File: src/rtl/cpu_defs_pkg.sv
// Shared definitions for the fetch front end.
// Holds the fetch FSM encoding and common constants.
package cpu_defs_pkg;

    localparam int unsigned ADDR_W_DEF = 32;
    localparam logic [31:0] NOP_INST_DEF = 32'h0000_0013;

    typedef enum logic [1:0] {
        IDLE  = 2'd0,
        REQ   = 2'd1,
        VALID = 2'd2,
        FAULT = 2'd3
    } fetch_state_e;

endpackage

File: src/rtl/ifetch_ctrl.sv
// Instruction-fetch controller: one held imem read per PC,
// buffered result handed downstream with valid/ready.
module ifetch_ctrl
    import cpu_defs_pkg::*;
#(
    parameter int unsigned ADDR_W   = ADDR_W_DEF,
    parameter logic [31:0] NOP_INST = NOP_INST_DEF
) (
    input  logic              clk_i,
    input  logic              reset_i,
    input  logic [ADDR_W-1:0] pc_i,
    input  logic              fetch_en_i,
    output logic              imem_req_o,
    output logic [ADDR_W-1:0] imem_addr_o,
    input  logic              imem_ack_i,
    input  logic [31:0]       imem_rdata_i,
    output logic [31:0]       inst_o,
    output logic [ADDR_W-1:0] inst_pc_o,
    output logic              inst_valid_o,
    input  logic              inst_ready_i,
    output logic              pc_we_o,
    output logic              misalign_o
);

    fetch_state_e      state_q;
    logic              req_q;
    logic              valid_q;
    logic              fault_q;
    logic [ADDR_W-1:0] pc_q;
    logic [ADDR_W-1:0] inst_pc_q;
    logic [31:0]       inst_q;

    always_ff @(posedge clk_i) begin
        if (reset_i) begin
            state_q   <= IDLE;
            req_q     <= 1'b0;
            valid_q   <= 1'b0;
            fault_q   <= 1'b0;
            pc_q      <= '0;
            inst_pc_q <= '0;
            inst_q    <= NOP_INST;
        end else begin
            unique case (state_q)
                IDLE: begin
                    if (fetch_en_i) begin
                        if (pc_i[1:0] == 2'b00) begin
                            state_q <= REQ;
                            req_q   <= 1'b1;
                            pc_q    <= pc_i;
                        end else begin
                            state_q <= FAULT;
                            fault_q <= 1'b1;
                        end
                    end
                end
                REQ: begin
                    // Request stays up until ack; fetch_en_i is ignored here.
                    if (imem_ack_i) begin
                        state_q   <= VALID;
                        req_q     <= 1'b0;
                        valid_q   <= 1'b1;
                        inst_q    <= imem_rdata_i;
                        inst_pc_q <= pc_q;
                    end
                end
                VALID: begin
                    if (inst_ready_i) begin
                        state_q <= IDLE;
                        valid_q <= 1'b0;
                    end
                end
                FAULT: begin
                    state_q <= FAULT;
                end
                default: begin
                    state_q <= IDLE;
                end
            endcase
        end
    end

    assign imem_req_o   = req_q;
    assign imem_addr_o  = {pc_q[ADDR_W-1:2], 2'b00};
    assign inst_valid_o = valid_q;
    assign inst_o       = valid_q ? inst_q : NOP_INST;
    assign inst_pc_o    = inst_pc_q;
    assign pc_we_o      = valid_q & inst_ready_i;
    assign misalign_o   = fault_q;

endmodule

File: config.mk
export PLATFORM = sky130hd
export DESIGN_NAME = ifetch_ctrl
export DESIGN_NICKNAME = d
export VERILOG_FILES = /design/src/rtl/cpu_defs_pkg.sv /design/src/rtl/ifetch_ctrl.sv
export SDC_FILE = /design/constraint.sdc
export NUM_CORES = 1
export LEC_CHECK = 0
export ABC_AREA = 1
export ABC_CLOCK_PERIOD_IN_PS = 2150
export CELL_PAD_IN_SITES_DETAIL_PLACEMENT = 0
export CELL_PAD_IN_SITES_GLOBAL_PLACEMENT = 1
export CORE_MARGIN = 3
export CORE_UTILIZATION = 30
export DETAILED_ROUTE_END_ITERATION = 8
export PLACE_DENSITY = 0.85
export REMOVE_ABC_BUFFERS = 1
export SYNTH_ARGS = -nofsm -noshare
export SYNTH_HDL_FRONTEND = slang
export SYNTH_SLANG_ARGS = --single-unit
File: constraint.sdc
create_clock -name clk_i -period 2.15 [get_ports clk_i]
set_clock_uncertainty 0.15 [all_clocks]
set_input_delay 0.215 -clock clk_i [delete_from_list [all_inputs] [get_ports clk_i]]
set_output_delay 0.215 -clock clk_i [all_outputs]
set_load 0.1 [all_outputs]
# Yosys cells after proc, flatten, opt, wreduce, memory -nomap -nowiden
# Index checks and enable logic that the tools add are counted.
# Widths: inputs -> output; s select.
# word_totals
ff_bits	101
input_bits	69
output_inout_bits	100
elab_cells	39
# op_classes
eq_ne	7
mux	13
bitwise_logic	2
reduce_logical	10
# op_table
operator	count
$mux 32	1
$reduce_and 3->1	4
$mux 2	4
$ne 2x2->1 const B	4
$pmux 2 s4	1
$mux 1	5
$eq 2x2->1 const B	2
$logic_not 2->1	2
$pmux 1 s2	2
$reduce_and 4->1	1
$reduce_bool 2->1	2
$eq 2x1->1 const B	1
$reduce_and 2->1	1
$and 1x1->1	1
$not 1->1	1

# Logic depth before layout (Yosys ltp)
# logic_depth
depth_word	4
mapped_depth	8
ltp_nobuf	8

# Worst setup path after synthesis
# Ideal clock, no wire load.
# synth_path
kind	reg-to-output
start	register valid_q, in the netlist inst_valid_o
end	output port inst_o[21]
t_arrival_ns	2.167
required_time_ns	1.785
slack_ns	-0.382
stages_incl_launch_ff	5
n_path_buf	2
cell_sequence	dfxtp_1 > clkbuf_1 > clkbuf_1 > nand2_1 > inv_1
# synth_via
elab_chain_len	1
# synth_lines
element	line_no	source
from (decl)	ifetch_ctrl.sv:27	logic valid_q;
from (signal assigned)	ifetch_ctrl.sv:37	valid_q <= 1'b0;
from (signal assigned)	ifetch_ctrl.sv:61	valid_q <= 1'b1;
from (signal assigned)	ifetch_ctrl.sv:69	valid_q <= 1'b0;
$mux 32	ifetch_ctrl.sv:85	assign inst_o = valid_q ? inst_q : NOP_INST;
to (decl)	ifetch_ctrl.sv:17	output logic [31:0] inst_o,
# No other way between the ends.

# Final worst setup path
# layout_path
start	register valid_q, in the netlist inst_valid_o
end	output port inst_o[18]
# The elaborated chain is that of the path after synthesis.

==> impl_metrics.json <==
{
  "avgSynthCellArea_um2": 7.30,
  "worstHoldStart": "pc_q[0]",
  "yosys.area.top_type": "dfxtp_1",
  "cts_htree_levels": 3,
  "design_area_mm2": 0.00624,
  "clkPwrFrac": 0.236,
  "r2r-end": "inst_q[5]",
  "synth_top_area_frac": 0.488,
  "ys_seq_area_frac": 0.488,
  "drv_slew": 0,
  "drt_iter0_drc": 175,
  "dr.pass1.iters": 5,
  "place_congestion": 0.728,
  "min_to": "pc_q[0]",
  "ff2ff_path_depth": 7,
  "viasPerCell": 4.36,
  "setup_tns_ns": 0,
  "insertion_delay_ns": 0.35,
  "cell_internal_pwr_mw": 4.29,
  "seq_area_mm2": 0.00202,
  "dp_hpwl_mm": 7.95,
  "synth_cell_types": 19,
  "status": "finished clean",
  "yosys_warnings": 0,
  "fin_cells": 871,
  "combPwrFrac": 0.454,
  "clkTransAtPathRegs_ns": 0.07,
  "ant_nets": 0,
  "path_cells": "buf_4, nand2_1, inv_1, buf_12",
  "die_w_um": 124,
  "cts_hold_buf": 0,
  "fin_crit_sh": 0.850,
  "core_mm2": 0.0134,
  "gr-total-overflow": 0,
  "fill_cells": 1332,
  "timing.final.setup_violations": 0,
  "cts_buffer_depth": 2,
  "post-place-ws_ns": 0.340,
  "setup_ws_ns": 0.323,
  "cp-start-kind": "flop",
  "slowest_delay_ns": 0.35,
  "cts.sinks": 101,
  "multi_input_area_mm2": 0.00154,
  "power_density_mw_per_mm2": 1270,
  "hold_depth": 2,
  "cts_tree": "yes",
  "crit_buf_inv": 3,
  "worstHoldPathType": "flop to flop",
  "antenna_found_initial": 0,
  "endpoint_kind": "primary output",
  "dieHeight_um": 124,
  "seqPwrFrac": 0.309,
  "syn_area_mm2": 0.00415,
  "area_growth_pct": 50.5,
  "cts_buffers": 9,
  "grt_max_degree": 74,
  "grt_setup_unrepaired": "false",
  "cts-root-buf": "clkbuf_16",
  "drive_gt1_frac": 0.197,
  "crit_arrival_ns": 1.46,
  "post-cts-setup-buffer-count": 0,
  "crit_required_ns": 1.78,
  "timing.rr.start": "state_q[1]",
  "grt_pass1_vias": 3591,
  "placed_cell_area_mm2": 0.00589,
  "sw_frac_of_total": 0.457,
  "placedCellCount": 855,
  "numPortBuffers": 166,
  "cap_violations": 0,
  "post_cts_resized": 0,
  "initial_core_util": 0.309,
  "leakage_nw": 2.90,
  "diodes": 0,
  "io_pins": 169,
  "finalNetCount": 763,
  "gr-usage-all-layers": 0.145,
  "grt_first_pass_wirelength_mm": 17.4,
  "dieArea_mm2": 0.0153,
  "fmax_mhz": 547,
  "synthCells": 568,
  "vias": 3798,
  "row_count": 42,
  "wl_per_cell_um": 12.7,
  "synth.area.top_cells": "dfxtp_1 (49%), nor2_1 (16%), o21ai_0 (11%)",
  "crit_type": "flop to primary output",
  "path_delay_family": "buffers and inverters",
  "p_sw_mw": 3.61,
  "peakVddDrop_mv": 0.599,
  "slowest_stage": "dfxtp_1",
  "final-hold-violation-count": 0,
  "drcViolationCount": 0,
  "r2r_setup_slack_ns": 0.36,
  "post-route-min-period_ns": 1.83,
  "drt-total-wl_mm": 11.1,
  "crit_fanout": 34,
  "synth-seq-cells": 101
}
==> cell type report <==
class	instances	share of cell area
flip-flops and latches	101	0.324
repair buffers	175	0.310
multi-input cells	357	0.247
clock buffers	9	0.0361
well taps	176	0.0353
inverters	46	0.0279
clock inverters	7	0.0197
==> per-stage QoR <==
stage          hold slack [ns]  utilization  power [mW]
2_1_floorplan            0.134            -        5.08
3_3_place_gp             0.280        0.440        6.04
3_5_place_dp             0.290        0.440        6.11
4_1_cts                  0.282        0.466        7.99
5_1_grt                  0.292        0.466        8.34
6_report                 0.298        0.466        7.90
==> cell usage after synthesis <==
cell and number:
o21ai_0 93, clkinv_2 1, nor2_2 11, clkbuf_1 18, nand2_1 56, a21oi_1 3, nand2_2 1, dfxtp_1 101
inv_1 45, buf_2 11, a31oi_1 1, conb_1 1, nand3_1 2, ha_1 4, buf_6 3, nor2_1 181
o211ai_1 3, buf_4 32, buf_8 1
==> worst register-to-register path, delay by kind of cell (launching register included) <==
| kind | cells | cell delay, ns |
|---|---|---|
| buffers and inverters | 3 | 0.47 |
| and+or+nand+nor | 3 | 0.45 |
| DFF | 1 | 0.35 |
| adders and majority gates | 1 | 0.26 |
==> how the worst max path moves through the flow <==
stage | endpoint | cells past startpoint | start
after floorplan | inst_o[0] | 1 | inst_valid_o
after global placement | inst_pc_o[26] | 6 | imem_ack_i
after detailed placement | inst_pc_o[22] | 6 | imem_ack_i
after CTS | inst_o[18] | 4 | inst_valid_o
after global routing | inst_o[8] | 4 | inst_valid_o
final | inst_o[18] | 4 | inst_valid_o
==> sequential cells by signal, summed over array words and instances (netlist names) <==
register and flops:
imem_req_o 1, inst_pc_o 32, inst_q 32, inst_valid_o 1, misalign_o 1, pc_q 32
state_q 2
==> layout by cell type (no fill, tap or decap), types with 4 or more instances in the layout <==
cell type	n
nor2_1	181
dfxtp_1	101
o21ai_0	93
buf_4	71
clkdlybuf4s50_1	68
nand2_1	56
inv_1	44
buf_12	36
nor2_2	11
clkbuf_16	9
ha_1	4
==> power groups by stage <==
stage | Clock [mW] | Combinational, mW | Sequential, mW
2_1_floorplan | 0 | 1.14 | 3.95
3_3_place_gp | 0 | 3.56 | 2.48
3_5_place_dp | 0 | 3.62 | 2.49
4_1_cts | 1.92 | 3.62 | 2.45
5_1_grt | 2.00 | 3.85 | 2.49
6_report | 1.87 | 3.59 | 2.44
==> cells by family after synthesis <==
family | share of synthesized area
AOI/OAI and AO/OA | 0.123
adders and majority gates | 0.0121
buffers and inverters | 0.141
DFF | 0.488
and+or+nand+nor | 0.235
other | 0.000905
==> per-layer routing <==
metal	track usage	vias to the layer above	part of all wire
li1	-	1957	-
met3	0.0453	9	0.081
met1	0.188	1693	0.46
met4	0.0533	0	0.011
met5	0	-	0
met2	0.225	139	0.45
No activity file was read; power rests on OpenSTA's default activity.
